<file path="src/rtl/compute_sequencer.sv">
// Phase sequencer for the matrix-multiply datapath: run-edge start, done handshakes, display rotation.
// Optional per-phase watchdog and ERROR state enabled by defining COMPUTE_SEQUENCER_WATCHDOG_EN.
module compute_sequencer #(
  parameter int TIMEOUT_CYCLES = 256,
  parameter int DISP_HOLD      = 4
) (
  input  logic       clk,
  input  logic       reset,
  input  logic       run,
  input  logic       done_capture,
  input  logic       done_send,
  input  logic       done_PE,
  input  logic       done_SA_3x3,
  input  logic       done_SA_2x2,
  output logic       state_idle,
  output logic       state_capture,
  output logic       state_send,
  output logic       state_PE,
  output logic       state_SA_3x3,
  output logic       state_SA_2x2,
  output logic       state_display,
  output logic [2:0] current_state,
  output logic       busy,
  output logic [1:0] disp_sel,
  output logic [1:0] disp_elem,
  output logic       frame_done,
  output logic       stage_timeout,
  output logic [2:0] error_stage
);

  typedef enum logic [2:0] {
    S_IDLE    = 3'd0,
    S_CAPTURE = 3'd1,
    S_SEND    = 3'd2,
    S_PE      = 3'd3,
    S_SA3     = 3'd4,
    S_SA2     = 3'd5,
    S_DISPLAY = 3'd6,
    S_ERROR   = 3'd7
  } state_e;

  localparam int HOLD_W = (DISP_HOLD > 1) ? $clog2(DISP_HOLD) : 1;
  localparam logic [HOLD_W-1:0] HOLD_LAST = HOLD_W'(DISP_HOLD - 1);

  state_e            state_q, state_d;
  logic              run_q;
  logic              run_edge;
  logic [HOLD_W-1:0] hold_q, hold_d;
  logic [1:0]        sel_q, sel_d;
  logic [1:0]        elem_q, elem_d;
  logic              stage_done;
  logic              in_handshake;
  logic              timeout_hit;

  assign run_edge     = run & ~run_q;
  assign in_handshake = (state_q == S_CAPTURE) || (state_q == S_SEND) || (state_q == S_PE) ||
                        (state_q == S_SA3) || (state_q == S_SA2);

  always_comb begin
    state_d    = state_q;
    hold_d     = hold_q;
    sel_d      = sel_q;
    elem_d     = elem_q;
    frame_done = 1'b0;
    stage_done = 1'b0;
    case (state_q)
      S_IDLE: begin
        if (run_edge) state_d = S_CAPTURE;
      end
      S_CAPTURE: begin
        stage_done = done_capture;
        if (done_capture) state_d = S_SEND;
      end
      S_SEND: begin
        stage_done = done_send;
        if (done_send) state_d = S_PE;
      end
      S_PE: begin
        stage_done = done_PE;
        if (done_PE) state_d = S_SA3;
      end
      S_SA3: begin
        stage_done = done_SA_3x3;
        if (done_SA_3x3) state_d = S_SA2;
      end
      S_SA2: begin
        stage_done = done_SA_2x2;
        if (done_SA_2x2) state_d = S_DISPLAY;
      end
      S_DISPLAY: begin
        // Element advances when its hold wraps; result set advances when the element wraps.
        if (hold_q == HOLD_LAST) begin
          hold_d = '0;
          if (elem_q == 2'd3) begin
            elem_d = 2'd0;
            if (sel_q == 2'd2) begin
              sel_d      = 2'd0;
              frame_done = 1'b1;
              state_d    = S_IDLE;
            end else begin
              sel_d = sel_q + 2'd1;
            end
          end else begin
            elem_d = elem_q + 2'd1;
          end
        end else begin
          hold_d = hold_q + HOLD_W'(1);
        end
      end
      S_ERROR: begin
        if (run_edge) state_d = S_IDLE;
      end
      default: state_d = S_IDLE;
    endcase
    // A done arriving on the last watchdog cycle wins over the timeout.
    if (timeout_hit) state_d = S_ERROR;
  end

  always_ff @(posedge clk) begin
    if (reset) begin
      state_q <= S_IDLE;
      run_q   <= 1'b0;
      hold_q  <= '0;
      sel_q   <= 2'd0;
      elem_q  <= 2'd0;
    end else begin
      state_q <= state_d;
      run_q   <= run;
      hold_q  <= hold_d;
      sel_q   <= sel_d;
      elem_q  <= elem_d;
    end
  end

`ifdef COMPUTE_SEQUENCER_WATCHDOG_EN
  localparam int WD_W = (TIMEOUT_CYCLES > 1) ? $clog2(TIMEOUT_CYCLES) : 1;
  localparam logic [WD_W-1:0] WD_LAST = WD_W'(TIMEOUT_CYCLES - 1);

  logic [WD_W-1:0] wd_cnt_q;
  logic            stage_timeout_q;
  logic [2:0]      error_stage_q;

  assign timeout_hit = in_handshake && !stage_done && (wd_cnt_q == WD_LAST);

  always_ff @(posedge clk) begin
    if (reset) begin
      wd_cnt_q        <= '0;
      stage_timeout_q <= 1'b0;
      error_stage_q   <= 3'd0;
    end else begin
      if (state_d != state_q) wd_cnt_q <= '0;
      else if (in_handshake)  wd_cnt_q <= wd_cnt_q + WD_W'(1);
      if (timeout_hit) begin
        stage_timeout_q <= 1'b1;
        error_stage_q   <= state_q;
      end else if (state_q == S_ERROR && run_edge) begin
        stage_timeout_q <= 1'b0;
        error_stage_q   <= 3'd0;
      end
    end
  end

  assign stage_timeout = stage_timeout_q;
  assign error_stage   = error_stage_q;
`else
  logic unused_wd;
  assign unused_wd     = |{TIMEOUT_CYCLES, stage_done, in_handshake};
  assign timeout_hit   = 1'b0;
  assign stage_timeout = 1'b0;
  assign error_stage   = 3'd0;
`endif

  assign current_state = state_q;
  assign state_idle    = (state_q == S_IDLE);
  assign state_capture = (state_q == S_CAPTURE);
  assign state_send    = (state_q == S_SEND);
  assign state_PE      = (state_q == S_PE);
  assign state_SA_3x3  = (state_q == S_SA3);
  assign state_SA_2x2  = (state_q == S_SA2);
  assign state_display = (state_q == S_DISPLAY);
  assign busy          = (state_q != S_IDLE) && (state_q != S_ERROR);
  assign disp_sel      = sel_q;
  assign disp_elem     = elem_q;

endmodule

</file>
<file path="config.mk">
export PLATFORM = sky130hd
export DESIGN_NAME = compute_sequencer
export DESIGN_NICKNAME = d
export VERILOG_FILES = /design/src/rtl/compute_sequencer.sv
export SDC_FILE = /design/constraint.sdc
export NUM_CORES = 1
export LEC_CHECK = 0
export CORE_MARGIN = 2
export CORE_UTILIZATION = 36
export DETAILED_ROUTE_END_ITERATION = 10
export PLACE_DENSITY = 0.73
export SYNTH_ARGS = -nofsm -noshare
export SYNTH_HDL_FRONTEND = slang
export SYNTH_SLANG_ARGS = --single-unit
export TNS_END_PERCENT = 1
</file>
<file path="constraint.sdc">
create_clock -name clk -period 1.5 [get_ports clk]
set_clock_uncertainty 0.15 [all_clocks]
set_input_delay 0.3 -clock clk [delete_from_list [all_inputs] [get_ports clk]]
set_output_delay 0.3 -clock clk [all_outputs]
set_load 0.005 [all_outputs]
</file>
==> qor.txt <==
TNS Setup: -1.91 ns
Fraction of layout cells with a size suffix above 1: 61.2%
Depth of the most critical reg-to-reg path: 5
Die area: 2140 um2
Largest cells by area after synthesis: dfxtp_1 (31%), a21oi_1 (6.2%), nand2_1 (5.8%)
CP max-delay cell: dfxtp_4
Clock tree buffer depth: 2
Arr. time, crit path: 1.74 ns
Avg Inst Size Synth: 8.23 um2
Worst Path Required: 1.51 ns
Slew Viols, Final: 0
Largest net degree at the start of global routing: 9
Via count: 852
Inst Count DP: 141
Initial DRC count: 11
Critical path's largest stage delay: 0.40 ns
Final ANT Viol Nets: 0
CTS H-tree lvls: 1
CP endpoint kind: flip-flop
Largest area contributor in the netlist: dfxtp_1
Final nets: 150
Vias in the first global route: 837
Mux contribution to synthesized area: 4.09%
Top-area cell type share of the netlist area: 31.2%
Area share of xor/xnor cells in the synthesized design: 0%
Ports: 28
Hold path depth: 3
Fmax: 0.578 GHz
Area grow syn2layout: 105%
Row cnt: 15
Post-synthesis sequential element count: 10
Fin cells: 164
Count of cell types in the netlist: 34
Status: complete, but fails checks
Post-Place Cell Area: 1050 um2
Crit Path Class: flip-flop to flip-flop
All-layer global routing usage: 24.3%
Setup WS post-layout: -0.229 ns
Synth Warn #: 0
Post-Route WL: 2.59 mm
Fillers: 101
CP startpoint kind: flip-flop
Worst Path Buf+Inv: 1
Synthesized cell area: 642 um2
Post-synth top cells: dfxtp_1 (10), nand2_1 (10), a21oi_1 (8)
Reg area: 219 um2
Worst r2r dst: current_state[0]
Antenna diode count: 0
Starting Density: 37.6%
Maximum VDD drop: 534 uV
# setup viols final: 15
Via density: 5.20
CTS tree: done
Reg2Reg Setup Slack: -0.23 ns
Root buf cell: clkbuf_4
Final Hold Viols: 0
Detailed placer's ending HPWL: 1.29 mm
Clk sinks: 10
Worst-path maximum fanout: 6
RSZ-0062 raised after global routing: true
Post-synth EDFFs: 0
Post-Synth Simple-Gate Area: 33.5%
Reg clk slew, reported paths: 0.07 ns
Crit path cell chain: buf_6 > or3b_4 > a21oi_4 > nor3_4 > mux2_4
Post-route clock period utilization: 115%
Max Cap Viol: 0
Worst r2r src: current_state[2]
Area occupied by multi-input gates: 514 um2
First-pass GRT wire length: 3.65 mm
Hold EP: hold_q[1]
WL/cell: 15.8 um
Die H: 46.2 um
Largest family of logic cells by synthesized area: simple AND/OR/NAND/NOR gates
CTS Buf Count: 3
Min-Delay Startpoint: hold_q[1]
PortBufs: 23
Drt drc: 0
Global placer's final weighted congestion: 0.702
Die W: 46.2 um
CP delay by family, top: simple AND/OR/NAND/NOR gates
CTS Hold Bufs: 0
Power Dens Cells: 815 nW/um2
Post-synthesis adder-cell area fraction: 3.90%
Post-route cell area: 1320 um2
DR pass1 iterations: 4
Async SR Flop Fraction: 0%
Compound-gate portion of the synthesized area: 15.6%
Final min period: 1.73 ns
Failing checks: negative setup slack
GRT overflow: 0
Leakage: 0.640 nW
Sequential area share after synthesis: 31.2%
Worst Hold Class: flip-flop to flip-flop
Initial antenna violation count: 0
Worst skew pair latency: 0.27 ns
Post-Synthesis Cells: 78
Post-synth top flop: dfxtp_1
Core Area: 1710 um2
[cell type report]
type	instances	share of cell area, %
inverter	4	1.52
timing repair buffer	62	37.7
sequential	10	16.6
clock buffer	4	2.75
multi-input combinational	59	39.0
tap	25	2.37
[power by group]
| group | total (W) | internal (W) | leakage (nW) | switching, W |
|---|---|---|---|---|
| Combinational | 0.000492 | 0.000285 | 0.533 | 0.000207 |
| Sequential | 0.000324 | 0.000287 | 0.0864 | 0.0000372 |
| Clock | 0.000258 | 0.000148 | 0.0210 | 0.000110 |
[worst min-delay path: cells and delay by family, from the launching register on]
family,cells,cell delay [ns]
compound gates,1,0.05
buf+inv,1,0.13
flops,1,0.34
simple gates,1,0.05
[cell families (layout without fill, tap and decap cells)]
group / after synthesis / after routing
AND/OR/NAND/NOR: 36 / 36
AO/OA/AOI/OAI: 15 / 15
other: 1 / 4
flip-flops: 10 / 10
multiplexers: 2 / 2
adder cells (fa/ha/maj): 2 / 2
buffers and inverters: 12 / 70
[cell usage in the layout, fill, tap and decap left out, types with 3 or more instances in the layout]
| cell | netlist | routed |
|---|---|---|
| buf_6 | 1 | 9 |
| inv_1 | 3 | 3 |
| buf_4 | 4 | 30 |
| nor3b_2 | 0 | 3 |
| nor2_1 | 4 | 4 |
| a21oi_1 | 8 | 5 |
| clkbuf_4 | 0 | 3 |
| a21oi_2 | 1 | 3 |
| dfxtp_4 | 0 | 3 |
| buf_2 | 2 | 7 |
| nand2_1 | 10 | 10 |
| dfxtp_2 | 0 | 6 |
| conb_1 | 1 | 4 |
| clkdlybuf4s50_1 | 0 | 7 |
| dlygate4sd2_1 | 0 | 4 |
| clkbuf_2 | 0 | 4 |
[stage by stage]
| step | worst slack (ns) | hold slack [ns] | util (%) | total power, W |
|---|---|---|---|---|
| floorplan | -0.0859 | 0.286 | - | 0.000476 |
| global placement | -0.379 | 0.313 | 61.6 | 0.000642 |
| detailed placement | -0.441 | 0.322 | 61.6 | 0.000653 |
| CTS | -0.211 | 0.332 | 73.3 | 0.00102 |
| global route | -0.264 | 0.472 | 77.1 | 0.00112 |
| finish | -0.229 | 0.446 | 77.1 | 0.00107 |
[timing repair]
item | in CTS | in global routing
gates resized for setup | 49 | 30
pin swaps | 5 | 9
setup buffers | 16 | 3
setup endpoints to repair | 22 | 17
[how the worst max path moves through the flow]
stage	start	slack, ns	cells after the start	endpoint
6_report	current_state[2]	-0.23	5	current_state[0]
5_1_grt	current_state[1]	-0.26	5	current_state[0]
3_3_place_gp	done_SA_3x3	-0.38	5	current_state[0]
4_1_cts	current_state[0]	-0.21	5	current_state[0]
2_1_floorplan	hold_q[0]	-0.09	5	current_state[0]
3_5_place_dp	done_SA_3x3	-0.44	5	current_state[0]
[registers in the layout, summed over array words and instances (netlist names)]
name           cells
current_state      3
disp_elem          2
disp_sel           2
hold_q             2
run_q              1
[layer usage]
layer  up-vias  GRT usage (%)  share of wire (%)
li1        394              -                  -
met1       412           24.9                 37
met2        36           48.1                 55
met3        10           2.75                4.2
met4         0           10.3                3.7
met5         -              0                  0
(Power assumes the default switching activity.)
